===== src/rtl/sram_fifo_ctrl.sv =====
// FIFO controller in front of a 1W/1R SRAM macro; a 2-entry output buffer
// absorbs the macro's one-cycle read latency so the FIFO streams one word per cycle.
module sram_fifo_ctrl #(
    parameter int DATA_WIDTH = 8,
    parameter int ADDR_WIDTH = 4,
    parameter int DEPTH      = 1 << ADDR_WIDTH
) (
    input  logic                  clk,
    input  logic                  rst,
    input  logic                  s_valid,
    output logic                  s_ready,
    input  logic [DATA_WIDTH-1:0] s_data,
    output logic                  m_valid,
    input  logic                  m_ready,
    output logic [DATA_WIDTH-1:0] m_data,
    output logic [ADDR_WIDTH+1:0] count,
    output logic                  sram_csb0,
    output logic [ADDR_WIDTH-1:0] sram_addr0,
    output logic [DATA_WIDTH-1:0] sram_din0,
    output logic                  sram_csb1,
    output logic [ADDR_WIDTH-1:0] sram_addr1,
    input  logic [DATA_WIDTH-1:0] sram_dout1
);

    localparam logic [ADDR_WIDTH:0] L_DEPTH = (ADDR_WIDTH + 1)'(DEPTH);

    logic [ADDR_WIDTH:0]   r_wr_ptr;
    logic [ADDR_WIDTH:0]   r_rd_ptr;
    logic                  r_inflight;
    logic [1:0]            r_ob_cnt;
    logic [DATA_WIDTH-1:0] r_ob0;
    logic [DATA_WIDTH-1:0] r_ob1;

    logic [ADDR_WIDTH:0]   w_sram_cnt;
    logic                  w_push;
    logic                  w_pop;
    logic                  w_issue;
    logic [2:0]            w_occ;
    logic [2:0]            w_lim;
    logic [1:0]            w_tail;

    assign w_sram_cnt = r_wr_ptr - r_rd_ptr;
    assign s_ready    = ~rst & (w_sram_cnt < L_DEPTH);
    assign w_push     = s_valid & s_ready;

    assign m_valid    = (r_ob_cnt != 2'd0);
    assign m_data     = r_ob0;
    assign w_pop      = m_valid & m_ready;

    // Buffer slots already claimed (held or in flight) must leave room for the new read.
    assign w_occ      = {1'b0, r_ob_cnt} + {2'b00, r_inflight};
    assign w_lim      = 3'd2 + {2'b00, w_pop};
    assign w_issue    = ~rst & (w_sram_cnt != '0) & (w_occ < w_lim);

    assign sram_csb0  = ~w_push;
    assign sram_addr0 = r_wr_ptr[ADDR_WIDTH-1:0];
    assign sram_din0  = s_data;
    assign sram_csb1  = ~w_issue;
    assign sram_addr1 = r_rd_ptr[ADDR_WIDTH-1:0];

    assign w_tail     = r_ob_cnt - {1'b0, w_pop};

    assign count = {1'b0, w_sram_cnt}
                 + {{(ADDR_WIDTH + 1){1'b0}}, r_inflight}
                 + {{ADDR_WIDTH{1'b0}}, r_ob_cnt};

    always_ff @(posedge clk) begin
        if (rst) begin
            r_wr_ptr   <= '0;
            r_rd_ptr   <= '0;
            r_inflight <= 1'b0;
            r_ob_cnt   <= 2'd0;
            r_ob0      <= '0;
            r_ob1      <= '0;
        end else begin
            if (w_push) begin
                r_wr_ptr <= r_wr_ptr + 1'b1;
            end
            if (w_issue) begin
                r_rd_ptr <= r_rd_ptr + 1'b1;
            end
            r_inflight <= w_issue;
            r_ob_cnt   <= r_ob_cnt - {1'b0, w_pop} + {1'b0, r_inflight};
            if (w_pop) begin
                r_ob0 <= r_ob1;
            end
            // Capture lands at the tail as seen after this cycle's pop.
            if (r_inflight) begin
                if (w_tail == 2'd0) begin
                    r_ob0 <= sram_dout1;
                end else begin
                    r_ob1 <= sram_dout1;
                end
            end
        end
    end

endmodule

===== config.mk =====
export PLATFORM = sky130hd
export DESIGN_NAME = sram_fifo_ctrl
export DESIGN_NICKNAME = d
export VERILOG_FILES = /design/src/rtl/sram_fifo_ctrl.sv
export SDC_FILE = /design/constraint.sdc
export NUM_CORES = 1
export LEC_CHECK = 0
export CELL_PAD_IN_SITES_DETAIL_PLACEMENT = 1
export CELL_PAD_IN_SITES_GLOBAL_PLACEMENT = 1
export CORE_MARGIN = 2
export CORE_UTILIZATION = 37
export DETAILED_ROUTE_END_ITERATION = 8
export GPL_ROUTABILITY_DRIVEN = 0
export PLACE_DENSITY_LB_ADDON = 0.1
export SETUP_SLACK_MARGIN = 0.4
export SYNTH_ARGS = -nofsm -noshare
export SYNTH_HDL_FRONTEND = slang
export SYNTH_SLANG_ARGS = --single-unit

===== constraint.sdc =====
create_clock -name clk -period 6 [get_ports clk]
set_clock_uncertainty 0.2 [all_clocks]
set_input_delay 1.8 -clock clk [delete_from_list [all_inputs] [get_ports clk]]
set_output_delay 1.8 -clock clk [all_outputs]
set_load 0.01 [all_outputs]

==> results.toml, run 1 <==
[place]
pre_cts_ws_ps = 534
post-dp-hpwl_mm = 3.10
portBuffers = 37

[timing]
fin_crit_sh = 0.911
max_freq_ghz = 0.183
grt_setup_unrepaired = "false"
period_needed_ps = 5470
worst_slew_pin_slew_ps = 1080
setup_tns_ps = 0
drv_slew = 0
setup_viol = 0
hold_viol = 0
layout_setup_ws_ps = 531
relSlewSlack = 0.277

[die]
initial_core_util = 0.390
die_y_um = 72.2
io-pin-count = 54
rows = 24
coreArea_sq_um = 4410
die_w_um = 72.2
die-area_sq_um = 5220

[worst_setup_path]
start_kind = "input pin"
worstSetupPathType = "input pin to output port"
cp-end-kind = "output port"
cp_max_fo = 8
required_ps = 4000
worstPathArrival_ps = 3470

[clocking]
cts_sinks = 29
h-tree-depth = 2
cts_buffer_depth = 2
path_clk_slew_ps = 60
postCtsSetupRepairBufs = 0
cts_buffers = 5
cts-root-buf = "clkbuf_8"
cts_tree = "yes"
postCtsHoldBufs = 0
clkLatencyLatePin_ps = 280
cts_resized = 0

[drt]
drc_errors = 0
routed_wl_mm = 3.99
routed_via_density = 5.16
detail-route-antenna-nets = 0
drtIter0Drc = 31
num_vias = 1346
drt_pass1_iterations = 4
avgRoutedWirePerCell_um = 15.3

[logic_synthesis]
yosys_warnings = 0
seq_area_frac_synth = 0.337
yosysUniqueCellTypes = 38
synth_fp_nets = 216
synth_seq_cells = 29
synth_edf_count = 0
netlist_area_sq_um = 1720
syn_inst = 182
synth_top_area_frac = 0.337
synth_area_leaders = "dfxtp_1, mux2i_1, ha_1, buf_4, nor2_1"
ys.flop_type = "dfxtp_1"
synthArstFlopShare = 0
synth_area_leader_cell = "dfxtp_1"
postSynthAreaPerCell_sq_um = 9.46

[pwr]
power.density_nw_per_um2 = 585
power_leakage_uw = 0.000924
ir_worst_vdd_uv = 209

[min_path]
holdCritPathClass = "flop to flop"

[global_route]
grtUsageMet2 = 0.280
antenna_found_initial = 0
grt_pass1_vias = 1430
grt_use_total = 0.173
overflow = 0
grt_pass1_wl_mm = 6.96
use_met3 = 0.0472
busiest_layer = "met2"
grt.met1_usage = 0.219
grt_max_degree = 17

[flow_run]
cap_violations = 0

[cells_and_area]
final_net_count = 242
final_util = 0.488
n_antenna_cell = 0
final_layout_size_suffix_gt1_frac = 0.0861
areaGrowthSynthToFinish_pct = 25.0

[run_status]
status = "complete, no violations"
-- state kept, by name, indices dropped and copies added, names as in the netlist --
name and cells:
r_ob1 8, r_inflight 1, r_ob_cnt 2, r_wr_ptr 5, r_rd_ptr 5, m_data 8
-- cell usage in the layout (no fill, tap or decap), drive strengths merged --
cell,count
a21o,1
or3,1
a21oi,4
nor3b,1
or2,1
inv,13
o21a,3
nor3,2
nor2,21
and3,4
clkbuf,7
nor4,1
o41ai,1
mux2,1
o311ai,1
o21ai,5
buf,4
fa,3
xor2,4
nor4b,1
clkdlybuf4s50,37
o211ai,3
nand2,6
xnor2,7
a21boi,1
dfxtp,29
bufinv,1
nor2b,1
nand3,4
mux2i,22
ha,11
a211oi,8
-- kinds of logic (layout without fill, tap and decap cells) --
family	Yosys count	count (layout)	share of synthesized area
buffers and inverters	35	62	0.116
AO/OA/AOI/OAI	27	27	0.115
AND/OR/NAND/NOR	43	43	0.118
adder cells (fa/ha/maj)	14	14	0.115
XOR/XNOR	11	11	0.0603
flip-flops	29	29	0.337
multiplexers	23	23	0.139
-- path summary, 6_finish.rpt --
| path | slack (ps) | start | endpoint | cells past startpoint |
|---|---|---|---|---|
| max | 530 | rst | sram_csb1 | 5 |
| min | 290 | r_rd_ptr[4]$_SDFFE_PP0P_ | r_rd_ptr[4]$_SDFFE_PP0P_ | 1 |
| max reg2reg | 3220 | r_ob_cnt[1]$_SDFF_PP0_ | r_ob1[7]$_SDFFE_PP0P_ | 8 |
| min reg2reg | 290 | r_rd_ptr[4]$_SDFFE_PP0P_ | r_rd_ptr[4]$_SDFFE_PP0P_ | 1 |
-- cell usage after synthesis, types with 3 or more instances --
master and count:
a21oi_1 3, o211ai_1 3, ha_1 11, nand2_1 6, fa_1 3, xor2_1 4
nand3_1 4, mux2i_1 20, and3_1 4, a211oi_1 8, dfxtp_1 29, o21a_1 3
inv_1 13, buf_2 3, nor2_1 21, xnor2_1 6, buf_4 16
-- metal layers --
layer  part of all wire  routed length [um]
met1               0.46                1820
met5                  0                   0
met2               0.47                1880
met4              0.015                  61
met3              0.058                 230
-- stage by stage --
stage,area [sq um],hold slack [ps],total power (uW),instances
6_report,2150,285,1260,261
5_1_grt,2150,320,1370,261
4_1_cts,2150,292,1280,261
3_5_place_dp,2040,268,1060,253
3_3_place_gp,2040,272,1020,253
2_1_floorplan,1720,249,772,182
-- cell type report --
class | count | area, sq um
Multi-Input combinational cell | 118 | 941
Fill cell | 510 | 2260
Clock buffer | 7 | 86.3
Clock inverter | 1 | 30.0
Timing Repair Buffer | 41 | 400
Sequential cell | 29 | 581
Tap cell | 52 | 65.1
Inverter | 13 | 48.8
-- report_power, final --
part	switching [uW]	total (uW)	internal, uW
clock	76.6	212	135
combinational	354	739	385
sequential	52.9	309	256
-- worst max-delay path, cell delays in order --
cell and delay, ps:
clkdlybuf4s50_1 460, buf_4 190, nor3_2 330, o21ai_2 160, clkdlybuf4s50_1 520
(Power assumes the default switching activity.)
==> inputs of run 2 (changes only) <==
- CTS_CLUSTER_SIZE: unset -> 12
==> results of run 2 <==
Final layout, timing and power as in run 1 (identical DEF).
